### config.mk
export PLATFORM = sky130hd
export DESIGN_NAME = mips_mc_controller
export DESIGN_NICKNAME = d
export VERILOG_FILES = /design/src/rtl/mips_pkg.sv /design/src/rtl/mips_mc_controller_aludec.sv /design/src/rtl/mips_mc_controller.sv
export SDC_FILE = /design/constraint.sdc
export NUM_CORES = 1
export LEC_CHECK = 0
export ABC_AREA = 1
export CAP_MARGIN = 30
export CORE_MARGIN = 2
export CORE_UTILIZATION = 35
export DETAILED_ROUTE_END_ITERATION = 6
export HOLD_SLACK_MARGIN = 0.06
export PLACE_DENSITY = 0.73
export SKIP_CTS_REPAIR_TIMING = 1
export SYNTH_ARGS = -nofsm -noshare
export SYNTH_HDL_FRONTEND = slang
export SYNTH_SLANG_ARGS = --single-unit
### constraint.sdc
create_clock -name clk -period 2.4 [get_ports clk]
set_clock_uncertainty 0.2 [all_clocks]
set_input_delay 0.36 -clock clk [delete_from_list [all_inputs] [get_ports clk]]
set_output_delay 0.36 -clock clk [all_outputs]
set_load 0.005 [all_outputs]
### src/rtl/mips_pkg.sv
// mips_pkg: shared constants and types for the multicycle MIPS controller.
//   - opcode and funct field encodings
//   - ALU function codes (F) driven onto the datapath ALU
//   - aluop_t: request from the FSM to the ALU decoder
//   - state_t: controller FSM states
package mips_pkg;

    localparam logic [5:0] OP_RTYPE = 6'h00;
    localparam logic [5:0] OP_LW    = 6'h23;
    localparam logic [5:0] OP_SW    = 6'h2b;
    localparam logic [5:0] OP_BEQ   = 6'h04;
    localparam logic [5:0] OP_BNE   = 6'h05;
    localparam logic [5:0] OP_ADDI  = 6'h08;
    localparam logic [5:0] OP_J     = 6'h02;

    localparam logic [5:0] FN_ADD = 6'h20;
    localparam logic [5:0] FN_SUB = 6'h22;
    localparam logic [5:0] FN_AND = 6'h24;
    localparam logic [5:0] FN_OR  = 6'h25;
    localparam logic [5:0] FN_SLT = 6'h2a;

    localparam logic [2:0] ALU_ADD = 3'b010;
    localparam logic [2:0] ALU_SUB = 3'b110;
    localparam logic [2:0] ALU_AND = 3'b000;
    localparam logic [2:0] ALU_OR  = 3'b001;
    localparam logic [2:0] ALU_SLT = 3'b111;

    typedef enum logic [1:0] {
        ALUOP_NONE,
        ALUOP_ADD,
        ALUOP_SUB,
        ALUOP_FUNCT
    } aluop_t;

    typedef enum logic [3:0] {
        S_FETCH   = 4'd0,
        S_DECODE  = 4'd1,
        S_MEMADR  = 4'd2,
        S_MEMRD   = 4'd3,
        S_MEMWB   = 4'd4,
        S_MEMWR   = 4'd5,
        S_EXECUTE = 4'd6,
        S_ALUWB   = 4'd7,
        S_BRANCH  = 4'd8,
        S_ADDIEX  = 4'd9,
        S_ADDIWB  = 4'd10,
        S_JUMP    = 4'd11
    } state_t;

endpackage

### src/rtl/mips_mc_controller_aludec.sv
// mc_aludec: combinational ALU decoder.
//   aluop          in  requested operation class from the FSM
//   funct          in  instr[5:0], used only when aluop = ALUOP_FUNCT
//   alucontrol     out ALU function code F (000 when no ALU op is requested)
//   illegal_funct  out funct not supported (valid only for ALUOP_FUNCT)
module mc_aludec
    import mips_pkg::*;
(
    input  aluop_t      aluop,
    input  logic [5:0]  funct,
    output logic [2:0]  alucontrol,
    output logic        illegal_funct
);

    always_comb begin
        alucontrol    = '0;
        illegal_funct = 1'b0;
        case (aluop)
            ALUOP_ADD: alucontrol = ALU_ADD;
            ALUOP_SUB: alucontrol = ALU_SUB;
            ALUOP_FUNCT: begin
                case (funct)
                    FN_ADD:  alucontrol = ALU_ADD;
                    FN_SUB:  alucontrol = ALU_SUB;
                    FN_AND:  alucontrol = ALU_AND;
                    FN_OR:   alucontrol = ALU_OR;
                    FN_SLT:  alucontrol = ALU_SLT;
                    default: begin
                        // Unsupported funct still presents an add so the ALU sees a defined code.
                        alucontrol    = ALU_ADD;
                        illegal_funct = 1'b1;
                    end
                endcase
            end
            default: alucontrol = '0;
        endcase
    end

endmodule

### src/rtl/mips_mc_controller.sv
// mips_mc_controller: Moore FSM control unit for a multicycle MIPS datapath.
//   clk, reset      rising-edge clock, synchronous active-low reset
//   op, funct       instruction fields from the instruction register
//   zero            ALU zero flag (branch resolution)
//   pcen .. pcsrc   datapath enables and mux selects
//   alucontrol      ALU function code F
//   illegal         sticky flag, set on an unsupported op/funct, cleared by reset
// BNE_EN selects whether opcode 0x05 (bne) is decoded or treated as illegal.
module mips_mc_controller
    import mips_pkg::*;
#(
    parameter bit BNE_EN = 1'b1
) (
    input  logic       clk,
    input  logic       reset,
    input  logic [5:0] op,
    input  logic [5:0] funct,
    input  logic       zero,
    output logic       pcen,
    output logic       iord,
    output logic       memwrite,
    output logic       irwrite,
    output logic       regdst,
    output logic       memtoreg,
    output logic       regwrite,
    output logic       alusrca,
    output logic [1:0] alusrcb,
    output logic [1:0] pcsrc,
    output logic [2:0] alucontrol,
    output logic       illegal
);

    state_t state_q, state_d;
    logic   illegal_q, illegal_d;
    aluop_t aluop;
    logic   illegal_funct;

    mc_aludec u_aludec (
        .aluop         (aluop),
        .funct         (funct),
        .alucontrol    (alucontrol),
        .illegal_funct (illegal_funct)
    );

    always_comb begin
        state_d   = S_FETCH;
        illegal_d = illegal_q;
        aluop     = ALUOP_NONE;
        pcen      = 1'b0;
        iord      = 1'b0;
        memwrite  = 1'b0;
        irwrite   = 1'b0;
        regdst    = 1'b0;
        memtoreg  = 1'b0;
        regwrite  = 1'b0;
        alusrca   = 1'b0;
        alusrcb   = 2'b00;
        pcsrc     = 2'b00;

        case (state_q)
            S_FETCH: begin
                alusrcb = 2'b01;
                aluop   = ALUOP_ADD;
                irwrite = 1'b1;
                pcen    = 1'b1;
                state_d = S_DECODE;
            end
            S_DECODE: begin
                alusrcb = 2'b11;
                aluop   = ALUOP_ADD;
                case (op)
                    OP_LW, OP_SW: state_d = S_MEMADR;
                    OP_RTYPE:     state_d = S_EXECUTE;
                    OP_BEQ:       state_d = S_BRANCH;
                    OP_ADDI:      state_d = S_ADDIEX;
                    OP_J:         state_d = S_JUMP;
                    OP_BNE: begin
                        if (BNE_EN) begin
                            state_d = S_BRANCH;
                        end else begin
                            illegal_d = 1'b1;
                        end
                    end
                    default: illegal_d = 1'b1;
                endcase
            end
            S_MEMADR: begin
                alusrca = 1'b1;
                alusrcb = 2'b10;
                aluop   = ALUOP_ADD;
                state_d = (op == OP_SW) ? S_MEMWR : S_MEMRD;
            end
            S_MEMRD: begin
                iord    = 1'b1;
                state_d = S_MEMWB;
            end
            S_MEMWB: begin
                memtoreg = 1'b1;
                regwrite = 1'b1;
            end
            S_MEMWR: begin
                iord     = 1'b1;
                memwrite = 1'b1;
            end
            S_EXECUTE: begin
                alusrca = 1'b1;
                aluop   = ALUOP_FUNCT;
                // Bad funct skips the writeback so no register is corrupted.
                if (illegal_funct) begin
                    illegal_d = 1'b1;
                end else begin
                    state_d = S_ALUWB;
                end
            end
            S_ALUWB: begin
                regdst   = 1'b1;
                regwrite = 1'b1;
            end
            S_BRANCH: begin
                alusrca = 1'b1;
                aluop   = ALUOP_SUB;
                pcsrc   = 2'b01;
                pcen    = (op == OP_BNE) ? ~zero : zero;
            end
            S_ADDIEX: begin
                alusrca = 1'b1;
                alusrcb = 2'b10;
                aluop   = ALUOP_ADD;
                state_d = S_ADDIWB;
            end
            S_ADDIWB: begin
                regwrite = 1'b1;
            end
            S_JUMP: begin
                pcsrc = 2'b10;
                pcen  = 1'b1;
            end
            default: state_d = S_FETCH;
        endcase

        // Reset aborts the current step: no architectural write may leak out.
        if (!reset) begin
            pcen     = 1'b0;
            memwrite = 1'b0;
            irwrite  = 1'b0;
            regwrite = 1'b0;
        end
    end

    always_ff @(posedge clk) begin
        if (!reset) begin
            state_q   <= S_FETCH;
            illegal_q <= 1'b0;
        end else begin
            state_q   <= state_d;
            illegal_q <= illegal_d;
        end
    end

    assign illegal = illegal_q;

endmodule

==> impl_metrics.tcl <==
set metrics [dict create \
    power_density_mw_per_mm2 271 \
    root_buffer "clkbuf_4" \
    yosys.area_share.simple_pct 61.1 \
    drtIter0Drc 15 \
    cp_top_family "buffers and inverters" \
    track_usage_pct 17.4 \
    yosys-mux-area-fraction_pct 0 \
    rsz0062_at_grt "false" \
    synthCells 123 \
    cpMaxStageDelayCell "clkdlybuf4s50_1" \
    holdPathStages 2 \
    synth_xor_area_share_pct 0 \
    dr.pass1.iters 4 \
    cpPeakStageDelay_ns 0.43 \
    synth_edf_count 0 \
    yosys-top-cells-area "dfxtp_1, nor2_1, nand3_1, inv_1, nand2_1" \
    grt_overflow 0 \
    area_growth_pct 70.5 \
    grt_pass1_wl_um 2820 \
    vias_per_cell 4.70 \
    route.detailed.drc 0 \
    timing.final.hold_violations 0 \
    wl_per_cell_um 9.84 \
    dieArea_mm2 0.00222 \
    rows 15 \
    hold_end "illegal" \
    grt_max_degree 8 \
    r2r-start "state_q[3]" \
    via_count 897 \
    syn_avg_cell_area_um2 5.28 \
    crit_fanout 5 \
    ff2ff_path_depth 7 \
    multi_input_area_um2 469 \
    critPathArrivalTime_ns 1.73 \
    clk_latency_ns 0.24 \
    holdCritStartpoint "illegal" \
    path_class "flop to primary output" \
    irDropWorstVdd_mv 0.326 \
    path_buf_inv 3 \
    fmax_mhz 437 \
    synth_fp_nets 138 \
    io-pin-count 31 \
    slew-limit-headroom_pct 84.0 \
    hpwl_um 1600 \
    clkSinkCount 5 \
    synth_top_cells_by_count "nor2_1, inv_1, nand2_1, nand3_1" \
    antenna_cells 0 \
    routed_wirelength_um 1880 \
    synthesis.area_um2 649 \
    dp_slack_ns -0.114 \
    num-fill-cells 187 \
    tritoncts "built" \
    drive_gt1_share_pct 19.9 \
    yosysWarnings 0 \
    dp.cells 187 \
    synth-async-reset-ratio_pct 0 \
    die_x_um 47.1 \
    synth_top_area_cell "dfxtp_1" \
    yosysMostFrequentCell "nor2_1" \
    initial_core_util_pct 37.6 \
    r2r_end "illegal" \
    die_h_um 47.1 \
    power.leakage_uw 0.000577 \
    r2r_slack_ns 1.05 \
    slew_violations 0 \
    min_period_ns 2.29 \
    worstSetupEndpointType "primary output" \
    seq_area_um2 101 \
    cap_viol_max_count 0 \
    gp_congestion 0.836 \
    worstMarginPinSlew_ns 0.240 \
    status "finished clean" \
    ys_seq_area_share_pct 15.4 \
    core-area_mm2 0.00173 \
    synth_flop_cell "dfxtp_1" \
    htreeDepth 1 \
    clk_pin_slew_ns 0.04 \
    hold_path.class "flop to flop" \
    synth-adder-area-share_pct 0 \
    synth_cell_types 16 \
    critPathRequiredTime_ns 1.84 \
    worst_slack_ns 0.113 \
    crit_chain "inv_1 > nand2_2 > nor2_2 > or2_4 > nor2_4 > inv_1 > clkdlybuf4s50_1" \
    cp_common_cell "inv_1" \
    cts_buffers 3 \
    synth_compound_area_share_pct 7.90 \
    grt_pass1_vias 729 \
    io_buffers 30 \
    final_nets 182 \
    startpoint_type "flop" \
    synth.top_cell.area_share_pct 15.4 \
    fin_crit_sh_pct 95.3 \
    setup_viol 0 \
    synth_top_family_by_area "simple AND/OR/NAND/NOR gates" \
    antenna_found_initial 0 \
    stdcell_count 191 \
    clockBufferDepth 2 \
    power_uw 300 \
    ant_nets 0 \
    synth-seq-cells 5 \
]
-- cells by family (layout without fill, tap and decap cells) --
group,Yosys count,count (layout)
and+or+nand+nor,81,81
buffers and inverters,27,70
AOI/OAI and AO/OA,10,10
DFF,5,5
-- worst max-delay path by stage --
stage / from / end / slack, ns / cells after the start
global placement: op[5] / pcen / -0.10 / 9
global route: state_q[1] / alusrcb[1] / 0.01 / 7
floorplan: op[5] / pcen / 0.86 / 7
finish: state_q[1] / alusrcb[1] / 0.11 / 7
CTS: op[5] / pcen / -0.12 / 9
detailed placement: op[5] / pcen / -0.11 / 9
-- tightest hold or removal path, cell delays in order, from the launching register on --
cell     delay, ns
dfxtp_1       0.31
nor2_1        0.10
a21oi_1       0.07
-- where the power goes --
part / internal [µW] / switching, µW
Clock: 62.7 / 32.6
Sequential: 87.5 / 4.12
Combinational: 61.0 / 51.7
Total: 211 / 88.5
-- metrics by stage --
| stage | TNS (ns) | hold WS [ns] | util (%) | cell area (µm²) |
|---|---|---|---|---|
| floorplan | 0 | 0.258 | - | 649 |
| global placement | -0.117 | 0.303 | 60.7 | 1050 |
| detailed placement | -0.179 | 0.335 | 60.7 | 1050 |
| CTS | -0.188 | 0.343 | 62.2 | 1070 |
| global route | 0 | 0.363 | 64.1 | 1110 |
| finish | 0 | 0.336 | 64.1 | 1110 |
-- layout by cell type, fill, tap and decap left out, drive strengths merged --
| cell | Yosys | layout |
|---|---|---|
| a21oi | 6 | 6 |
| buf | 0 | 9 |
| clkbuf | 0 | 4 |
| clkdlybuf4s50 | 0 | 26 |
| dfxtp | 5 | 5 |
| dlymetal6s2s | 0 | 4 |
| inv | 27 | 27 |
| nand2 | 22 | 22 |
| nand3 | 19 | 19 |
| nand3b | 1 | 1 |
| nand4 | 4 | 4 |
| nor2 | 34 | 34 |
| o21ai | 3 | 3 |
| o22ai | 1 | 1 |
| or2 | 1 | 1 |
-- area by class of cell --
| cell class | count | area share (%) |
|---|---|---|
| clock buffer | 4 | 2.37 |
| inverter | 27 | 9.15 |
| multi-input combinational | 91 | 42.4 |
| sequential | 5 | 9.15 |
| tap | 25 | 2.82 |
| timing repair buffer | 39 | 34.1 |
-- metal layers --
metal  track usage (%)  wire [µm]  share of wire, %  vias to the layer above
met1              22.7        871                46                      391
met3              1.15         99               5.3                        2
met2              31.5        898                48                       32
li1                  -          -                 -                      472
met4              3.33          9              0.48                        0
met5                 0          0                 0                        -
-- registers in the layout, indices dropped and copies added (netlist names) --
name / count
state_q: 4
illegal: 1
No activity file was read; power rests on OpenSTA's default activity.
